===== config.mk =====
export PLATFORM = sky130hd
export DESIGN_NAME = calc_result_collector
export DESIGN_NICKNAME = d
export VERILOG_FILES = /design/src/rtl/calc_pkg.sv /design/src/rtl/calc_sync_fifo.sv /design/src/rtl/calc_result_collector.sv
export SDC_FILE = /design/constraint.sdc
export NUM_CORES = 1
export LEC_CHECK = 0
export CAP_MARGIN = 20
export CORE_AREA = 2 2 111 113
export DETAILED_ROUTE_END_ITERATION = 10
export DIE_AREA = 0 0 113 115
export GPL_TIMING_DRIVEN = 0
export PLACE_DENSITY = 0.66
export SYNTH_ARGS = -nofsm -noshare
export SYNTH_HDL_FRONTEND = slang
export SYNTH_SLANG_ARGS = --single-unit
export TNS_END_PERCENT = 20

===== constraint.sdc =====
create_clock -name clk -period 3.9 [get_ports clk]
set_clock_uncertainty 0.2 [all_clocks]
set_input_delay 0.78 -clock clk [delete_from_list [all_inputs] [get_ports clk]]
set_output_delay 0.78 -clock clk [all_outputs]
set_load 0.05 [all_outputs]

===== src/rtl/calc_pkg.sv =====
// Shared constants and types for the calculator result path.
//   DATA_W : result word width from the calculator stage
//   SUM_W  : running-sum width
//   CNT_W  : accepted-result counter width
package calc_pkg;

    localparam int unsigned DATA_W = 16;
    localparam int unsigned SUM_W  = 24;
    localparam int unsigned CNT_W  = 8;

    typedef logic [DATA_W-1:0] data_t;
    typedef logic [SUM_W-1:0]  sum_t;
    typedef logic [CNT_W-1:0]  cnt_t;

    localparam cnt_t CNT_MAX = '1;

    // Statistics register bundle
    typedef struct packed {
        sum_t sum;
        cnt_t cnt;
        logic ovf;
    } stats_t;

    // Increment that holds at the all-ones value
    function automatic cnt_t cnt_sat_inc(input cnt_t c);
        return (c == CNT_MAX) ? c : cnt_t'(c + 1'b1);
    endfunction

endpackage


===== src/rtl/calc_sync_fifo.sv =====
// Synchronous FIFO with registered full/empty flags and no write-to-read bypass.
// Ports:
//   clk, rst       : clock, synchronous active-high reset
//   push_i, wdata_i: write request and data (ignored when full)
//   pop_i          : read request (ignored when empty)
//   rdata_o        : oldest entry (don't-care while empty)
//   full_o, empty_o: registered occupancy flags
module calc_sync_fifo
    import calc_pkg::*;
#(
    parameter int unsigned DEPTH = 4,
    parameter int unsigned WIDTH = DATA_W
) (
    input  logic             clk,
    input  logic             rst,
    input  logic             push_i,
    input  logic [WIDTH-1:0] wdata_i,
    input  logic             pop_i,
    output logic [WIDTH-1:0] rdata_o,
    output logic             full_o,
    output logic             empty_o
);

    localparam int unsigned PTR_W = (DEPTH > 1) ? $clog2(DEPTH) : 1;
    localparam int unsigned OCC_W = $clog2(DEPTH + 1);

    logic [WIDTH-1:0] mem_q [DEPTH];

    logic [PTR_W-1:0] wr_ptr_q, wr_ptr_d;
    logic [PTR_W-1:0] rd_ptr_q, rd_ptr_d;
    logic [OCC_W-1:0] occ_q, occ_d;
    logic             full_q, empty_q;
    logic             push_ok, pop_ok;

    assign push_ok = push_i & ~full_q;
    assign pop_ok  = pop_i  & ~empty_q;

    // Pointer and occupancy next state; pointers wrap naturally at power-of-two depth
    always_comb begin
        wr_ptr_d = wr_ptr_q;
        rd_ptr_d = rd_ptr_q;
        occ_d    = occ_q;
        if (push_ok) begin
            wr_ptr_d = PTR_W'(wr_ptr_q + 1'b1);
        end
        if (pop_ok) begin
            rd_ptr_d = PTR_W'(rd_ptr_q + 1'b1);
        end
        case ({push_ok, pop_ok})
            2'b10:   occ_d = OCC_W'(occ_q + 1'b1);
            2'b01:   occ_d = OCC_W'(occ_q - 1'b1);
            default: occ_d = occ_q;
        endcase
    end

    // Control state; flags are precomputed from next occupancy so they are flop outputs
    always_ff @(posedge clk) begin
        if (rst) begin
            wr_ptr_q <= '0;
            rd_ptr_q <= '0;
            occ_q    <= '0;
            full_q   <= 1'b0;
            empty_q  <= 1'b1;
        end else begin
            wr_ptr_q <= wr_ptr_d;
            rd_ptr_q <= rd_ptr_d;
            occ_q    <= occ_d;
            full_q   <= (occ_d == OCC_W'(DEPTH));
            empty_q  <= (occ_d == '0);
        end
    end

    // Storage is intentionally not reset
    always_ff @(posedge clk) begin
        if (push_ok) begin
            mem_q[wr_ptr_q] <= wdata_i;
        end
    end

    assign rdata_o = mem_q[rd_ptr_q];
    assign full_o  = full_q;
    assign empty_o = empty_q;

endmodule


===== src/rtl/calc_result_collector.sv =====
// Collects calculator results into a FIFO for a downstream consumer and keeps
// running statistics (sum, count, sum-overflow) over accepted results.
// Ports:
//   clk, rst              : clock, synchronous active-high reset
//   inC, iValid, iStall   : upstream result, valid, back-pressure (full)
//   outD, oValid, oStall  : downstream head word, valid, consumer stall
//   clr                   : synchronous clear of statistics only
//   sumOut, cntOut, ovf   : running sum, saturating count, sticky wrap flag
module calc_result_collector
    import calc_pkg::*;
#(
    parameter int unsigned DEPTH = 4
) (
    input  logic              clk,
    input  logic              rst,
    input  logic [DATA_W-1:0] inC,
    input  logic              iValid,
    output logic              iStall,
    output logic [DATA_W-1:0] outD,
    output logic              oValid,
    input  logic              oStall,
    input  logic              clr,
    output logic [SUM_W-1:0]  sumOut,
    output logic [CNT_W-1:0]  cntOut,
    output logic              ovf
);

    localparam int unsigned SUM_EXT_W = SUM_W + 1;

    logic   fifo_full, fifo_empty;
    logic   push, pop;
    stats_t stats_q, stats_d;
    logic [SUM_EXT_W-1:0] sum_ext;

    // Handshakes depend only on registered FIFO flags, never on iValid/oStall paths into iStall
    assign push = iValid & ~fifo_full;
    assign pop  = ~fifo_empty & ~oStall;

    calc_sync_fifo #(
        .DEPTH (DEPTH),
        .WIDTH (DATA_W)
    ) u_fifo (
        .clk     (clk),
        .rst     (rst),
        .push_i  (push),
        .wdata_i (inC),
        .pop_i   (pop),
        .rdata_o (outD),
        .full_o  (fifo_full),
        .empty_o (fifo_empty)
    );

    assign iStall = fifo_full;
    assign oValid = ~fifo_empty;

    // Statistics next state; clr wins over accumulation but still counts a same-cycle push
    always_comb begin
        stats_d = stats_q;
        sum_ext = SUM_EXT_W'(stats_q.sum) + SUM_EXT_W'(inC);
        if (clr) begin
            stats_d.sum = '0;
            stats_d.cnt = '0;
            stats_d.ovf = 1'b0;
            if (push) begin
                stats_d.sum = SUM_W'(inC);
                stats_d.cnt = CNT_W'(1);
            end
        end else if (push) begin
            stats_d.sum = sum_ext[SUM_W-1:0];
            stats_d.cnt = cnt_sat_inc(stats_q.cnt);
            stats_d.ovf = stats_q.ovf | sum_ext[SUM_W];
        end
    end

    always_ff @(posedge clk) begin
        if (rst) begin
            stats_q <= '0;
        end else begin
            stats_q <= stats_d;
        end
    end

    assign sumOut = stats_q.sum;
    assign cntOut = stats_q.cnt;
    assign ovf    = stats_q.ovf;

endmodule


# Word-level counts from Yosys, hierarchy flattened
# Memory sizes are Yosys's and may differ from the RTL's. A register that Yosys moved wholly into a read port is not among the register bits.
# Cells that the tools add are included.
# Widths: inputs -> output; s select.
[word_totals]
regBits = 42
latch_bits = 0
ram_bits = 64
mem_bits_ro = 0
inputBits = 21
output_inout_bits = 51
memories = 1
[op_classes]
n_addsub = 6
n_mul = 0
div = 0
n_lt_le_gt_ge = 0
n_eq_ne = 5
shift = 0
muxes = 9
bitwise = 8
n_reduce_logical = 4
[mem_list]
columns = ["memory", "words", "word_bits", "read_ports", "rd_clocked_by_memory_dff", "wr", "line", "text"]
rows = [
  ["u_fifo.mem_q", 4, 16, 1, 1, 1, "calc_sync_fifo.sv:27", "logic [WIDTH-1:0] mem_q [DEPTH];"],
]
[op_table]
columns = ["cell", "count"]
rows = [
  ["$mux 33", 2],
  ["$add 24x16->25", 1],
  ["$mux 24", 1],
  ["$add 8x1->8 const B", 1],
  ["$eq 8x8->1 const B", 1],
  ["$mux 8", 1],
  ["$pmux 3 s2", 1],
  ["$add 2x1->2 const B", 2],
  ["$and 1x1->1", 4],
  ["$mux 2", 2],
  ["$add 3x1->3 const B", 1],
  ["$eq 3x3->1 const B", 1],
  ["$logic_not 3->1", 1],
  ["$not 1->1", 3],
  ["$sub 3x1->3 const B", 1],
  ["$eq 2x1->1 const B", 1],
  ["$eq 2x2->1 const B", 1],
  ["$mux 1", 2],
  ["$ne 2x2->1 const B", 1],
  ["$reduce_and 2->1", 1],
  ["$reduce_bool 2->1", 1],
  ["$reduce_or 2->1", 1],
  ["$or 1x1->1", 1],
]

# Logic depth before layout (Yosys ltp)
[logic_depth]
depth_word = 6
ltp_mapped = 13
depth_no_buf = 10

# Hierarchy
# Synthesis repeated with hierarchy kept, for this count alone.
[unflattened]
hier_cells = 459
area_unflattened_um2 = 5332.6
[modules_own_cells]
columns = ["module", "instances", "cells_each", "area_each_um2"]
rows = [
  ["calc_sync_fifo", 1, 142, 2885.3],
  ["calc_result_collector", 1, 317, 2447.3],
]

# Least setup slack after synthesis
# OpenSTA, ideal clock, no wires.
[synth_timing]
kind = "input -> register"
startpoint = "input iValid"
endpoint = "register u_fifo.empty_q (netlist: u_fifo.empty_o)"
setup_time_ns = 0.070
t_arrival_ns = 2.776
required_ns = 3.630
setup_slack_ns = 0.855
cell_stages = 13
path_cell_list = "nor2b_1 clkbuf_1 inv_1 buf_2 buf_1 ha_1 inv_1 fa_1 xor2_1 nor2_1 xnor2_1 nor2_1 a21oi_1"
[synth_between]
elab_chain_len = 5
word_cells_on_any_way = 6
cone_classes = "2 x eq/ne; 1 x mux; 2 x bitwise; 1 x reduce/logical"
[synth_rtl]
columns = ["item", "line", "text"]
rows = [
  ["start: declaration", "calc_result_collector.sv:17", "input logic iValid,"],
  ["$and 1x1->1 (*)", "calc_result_collector.sv:36", "assign push = iValid & ~fifo_full;"],
  ["$and 1x1->1 (*)", "calc_sync_fifo.sv:35", "assign push_ok = push_i & ~full_q;"],
  ["$eq 2x1->1 / $eq 2x2->1 (equally long branches)", "calc_sync_fifo.sv:49", "case ({push_ok, pop_ok})"],
  ["$pmux 3 s2 (*)", "calc_sync_fifo.sv:49", ""],
  ["$logic_not 3->1 (*)", "calc_sync_fifo.sv:69", "empty_q <= (occ_d == '0);"],
  ["end signal: assignment", "calc_sync_fifo.sv:69", ""],
  ["end: declaration", "calc_sync_fifo.sv:32", "logic full_q, empty_q;"],
]
# Mark *: on every way between the ends. The rest lies on a longest branch, timed or not.
# A chain may end at the register's enable or synchronous reset.

==> metrics <==
status=finished, violations left; failing checks=DRC; Filler Cell Count=1024; top cell type's share of synthesized area=0.373; hold buffer count at CTS=0; commonest non-fill, non-tap cell in the layout=clkdlybuf4s50_1; GPL Wtd Cong=0.834; max-cap viol count=0; I/O pin total=72; commonest non-fill, non-tap cells in the layout=clkdlybuf4s50_1 (70), edfxtp_1 (64), dfxtp_1 (44), nand2_1 (37), a21oi_1 (34); critical path peak fanout=10; Pins Over Slew Limit=0; Post-DRT Antenna Nets=0; largest net degree at the start of global routing=21; GR Util All Layers=0.191; slew at the pin closest to its max-slew limit=867 ps; Synth Flop Type=edfxtp_1; Hold Path End=ovf$_SDFFE_PP0P_; R2R Setup Slk=980 ps; fin area=6380 um^2; root buffer cell=clkbuf_16; DIE AREA=13000 um^2; R2R Path End=u_fifo.empty_o$_SDFF_PP1_; cell row count=40; DRC errors left=5; Ys Warns=0; CTS H-tree lvls=3; Worst Reg-to-Reg Cells=13; top cells by area, synth=edfxtp_1 (37%), dfxtp_1 (17%), mux4_2 (7.0%); RSZ-0062 raised after global routing=no; worst r2r src=u_fifo.full_o$_SDFF_PP0_; relative slew slack=0.422; post-synth cell types=59; Peak VDD IR=0.000241 V; Final Util=0.540; area delta synth->final=23.7%; WL per Instance=18.3 um; final-stage net count=563; Post-Place Cell Area=6040 um^2; hold-critical path depth=2; Clock transition at path regs=70 ps; dpl cells=655; layout cells sized above 1=0.0841; Total Power=3.39 mW; WHS=288 ps; CORE AREA=11800 um^2; period utilization=0.937; DRT Pass-1 Iters=7; via count=3793; final worst slack=244 ps; critical path class=flop to primary output; Pwr Density=532 nW/um^2; CP Data Arrival Time=2680 ps; vias in the first global route=3711; worst hold start=ovf$_SDFFE_PP0P_; Yosys top cell by area=edfxtp_1; Req. time, crit path=2920 ps; Syn Nets=483; Vias per Instance=5.66; Total Neg Setup Slack=0 ps; Longest Clk Path Bufs=2; die height=115 um; synthesized flop and latch total=108; Port-buffer cells=70; Mean Syn Cell Area=11.8 um^2; Post-Synthesis Cells=438; Setup WS pre-CTS=-135 ps; Post-synth ARST share=0; CTS Buf Count=9; crit end category=primary output; Overflow after GRT=0; sequential share of the synthesized area=0.544; Initial Util=0.436; Clk Latency, worst-skew pair=350 ps; f_max=274 MHz; HPWL after DPL=8720 um; initial DRC count=215; Setup-failing EPs final=0; clock sink count=108; antenna cells=0; number of synthesized flops with an enable pin=64; setup repair bufs after CTS=0; Leak=2.27 nW; Post-CTS Resized=0; minimum clock period=3660 ps; initial antenna violation count=0; TritonCTS clock tree=built; CP Launch Type=flop; die span in x=113 um; Mapped Area=5150 um^2; Hold Fails Final Rpt=0; final wirelength=12300 um; first-pass GRT wire length=19300 um; Non-Filler Instances=670; Hold Path Class=flop to flop
[flip-flops by register name (all words and copies together) (netlist names), named ones only]
signal           count
u_fifo.occ_q         3
u_fifo.mem_q        64
sumOut              24
u_fifo.rd_ptr_q      2
u_fifo.empty_o       1
ovf                  1
u_fifo.wr_ptr_q      2
u_fifo.full_o        1
cntOut               8
[cell usage after synthesis, types with 2 or more instances]
cell type	instances
o21ai_0	13
a211oi_1	3
a221oi_4	2
mux2i_1	4
a21oi_1	34
xor2_1	12
edfxtp_1	64
a311oi_1	2
clkbuf_1	18
a21o_1	12
nor3_1	5
buf_2	2
a41o_1	2
ha_1	22
nor2b_1	2
fa_1	2
and2_1	5
or3_1	5
nand4_1	7
a221oi_1	3
nand2_1	37
a31oi_1	7
nor2_1	33
and3_1	5
dfxtp_1	44
a22oi_1	3
a2111o_1	2
a31o_2	2
inv_1	14
o21a_1	2
o21ai_1	3
mux4_2	16
nand3_1	18
buf_1	2
xnor2_1	5
nand2b_1	3
[layout make-up]
type | instances | area [um^2] | area share
sequential | 108 | 2800 | 0.440
buffer | 21 | 82.6 | 0.0130
timing repair buffer | 70 | 701 | 0.110
inverter | 14 | 52.6 | 0.00824
multi-input combinational | 294 | 2210 | 0.347
tap | 147 | 184 | 0.0288
clock buffer | 9 | 225 | 0.0353
clock inverter | 7 | 114 | 0.0179
[power breakdown]
group,switching (mW),total (mW),leakage [nW],internal [mW]
logic,0.624,0.993,1.15,0.369
registers,0.0564,1.37,0.947,1.31
clock network,0.452,1.03,0.165,0.579
[cell families after synthesis]
kind of cell | count (synthesis) | synth area share
XOR/XNOR | 17 | 0.0289
adder cells (fa/ha/maj) | 24 | 0.0612
AO/OA/AOI/OAI | 105 | 0.144
multiplexers | 20 | 0.0777
flip-flops | 108 | 0.544
buffers and inverters | 36 | 0.0267
AND/OR/NAND/NOR | 128 | 0.118
[layer usage]
metal / wire length, um / track usage / share of wire / vias up
met4: 110 / 0.0407 / 0.0090 / 0
li1: - / - / - / 1813
met1: 5380 / 0.238 / 0.44 / 1856
met2: 6030 / 0.338 / 0.49 / 114
met3: 750 / 0.0517 / 0.061 / 10
met5: 0 / 0 / 0 / -
[worst max-delay path by stage]
stage / end / slack (ps) / depth (start not counted)
3_3_place_gp: u_fifo.empty_o$_SDFF_PP1_ / -150 / 14
3_5_place_dp: u_fifo.empty_o$_SDFF_PP1_ / -140 / 14
2_1_floorplan: u_fifo.empty_o$_SDFF_PP1_ / 850 / 13
5_1_grt: outD[13] / 70 / 3
4_1_cts: outD[7] / 6 / 4
6_report: outD[7] / 240 / 4
[critical path, cell delays in order, from the launching register on]
cell             delay, ps
dfxtp_1                310
clkbuf_1               350
clkbuf_1               540
mux4_2                 330
clkdlybuf4s50_1        800
Power figures use the tool's default switching activity.
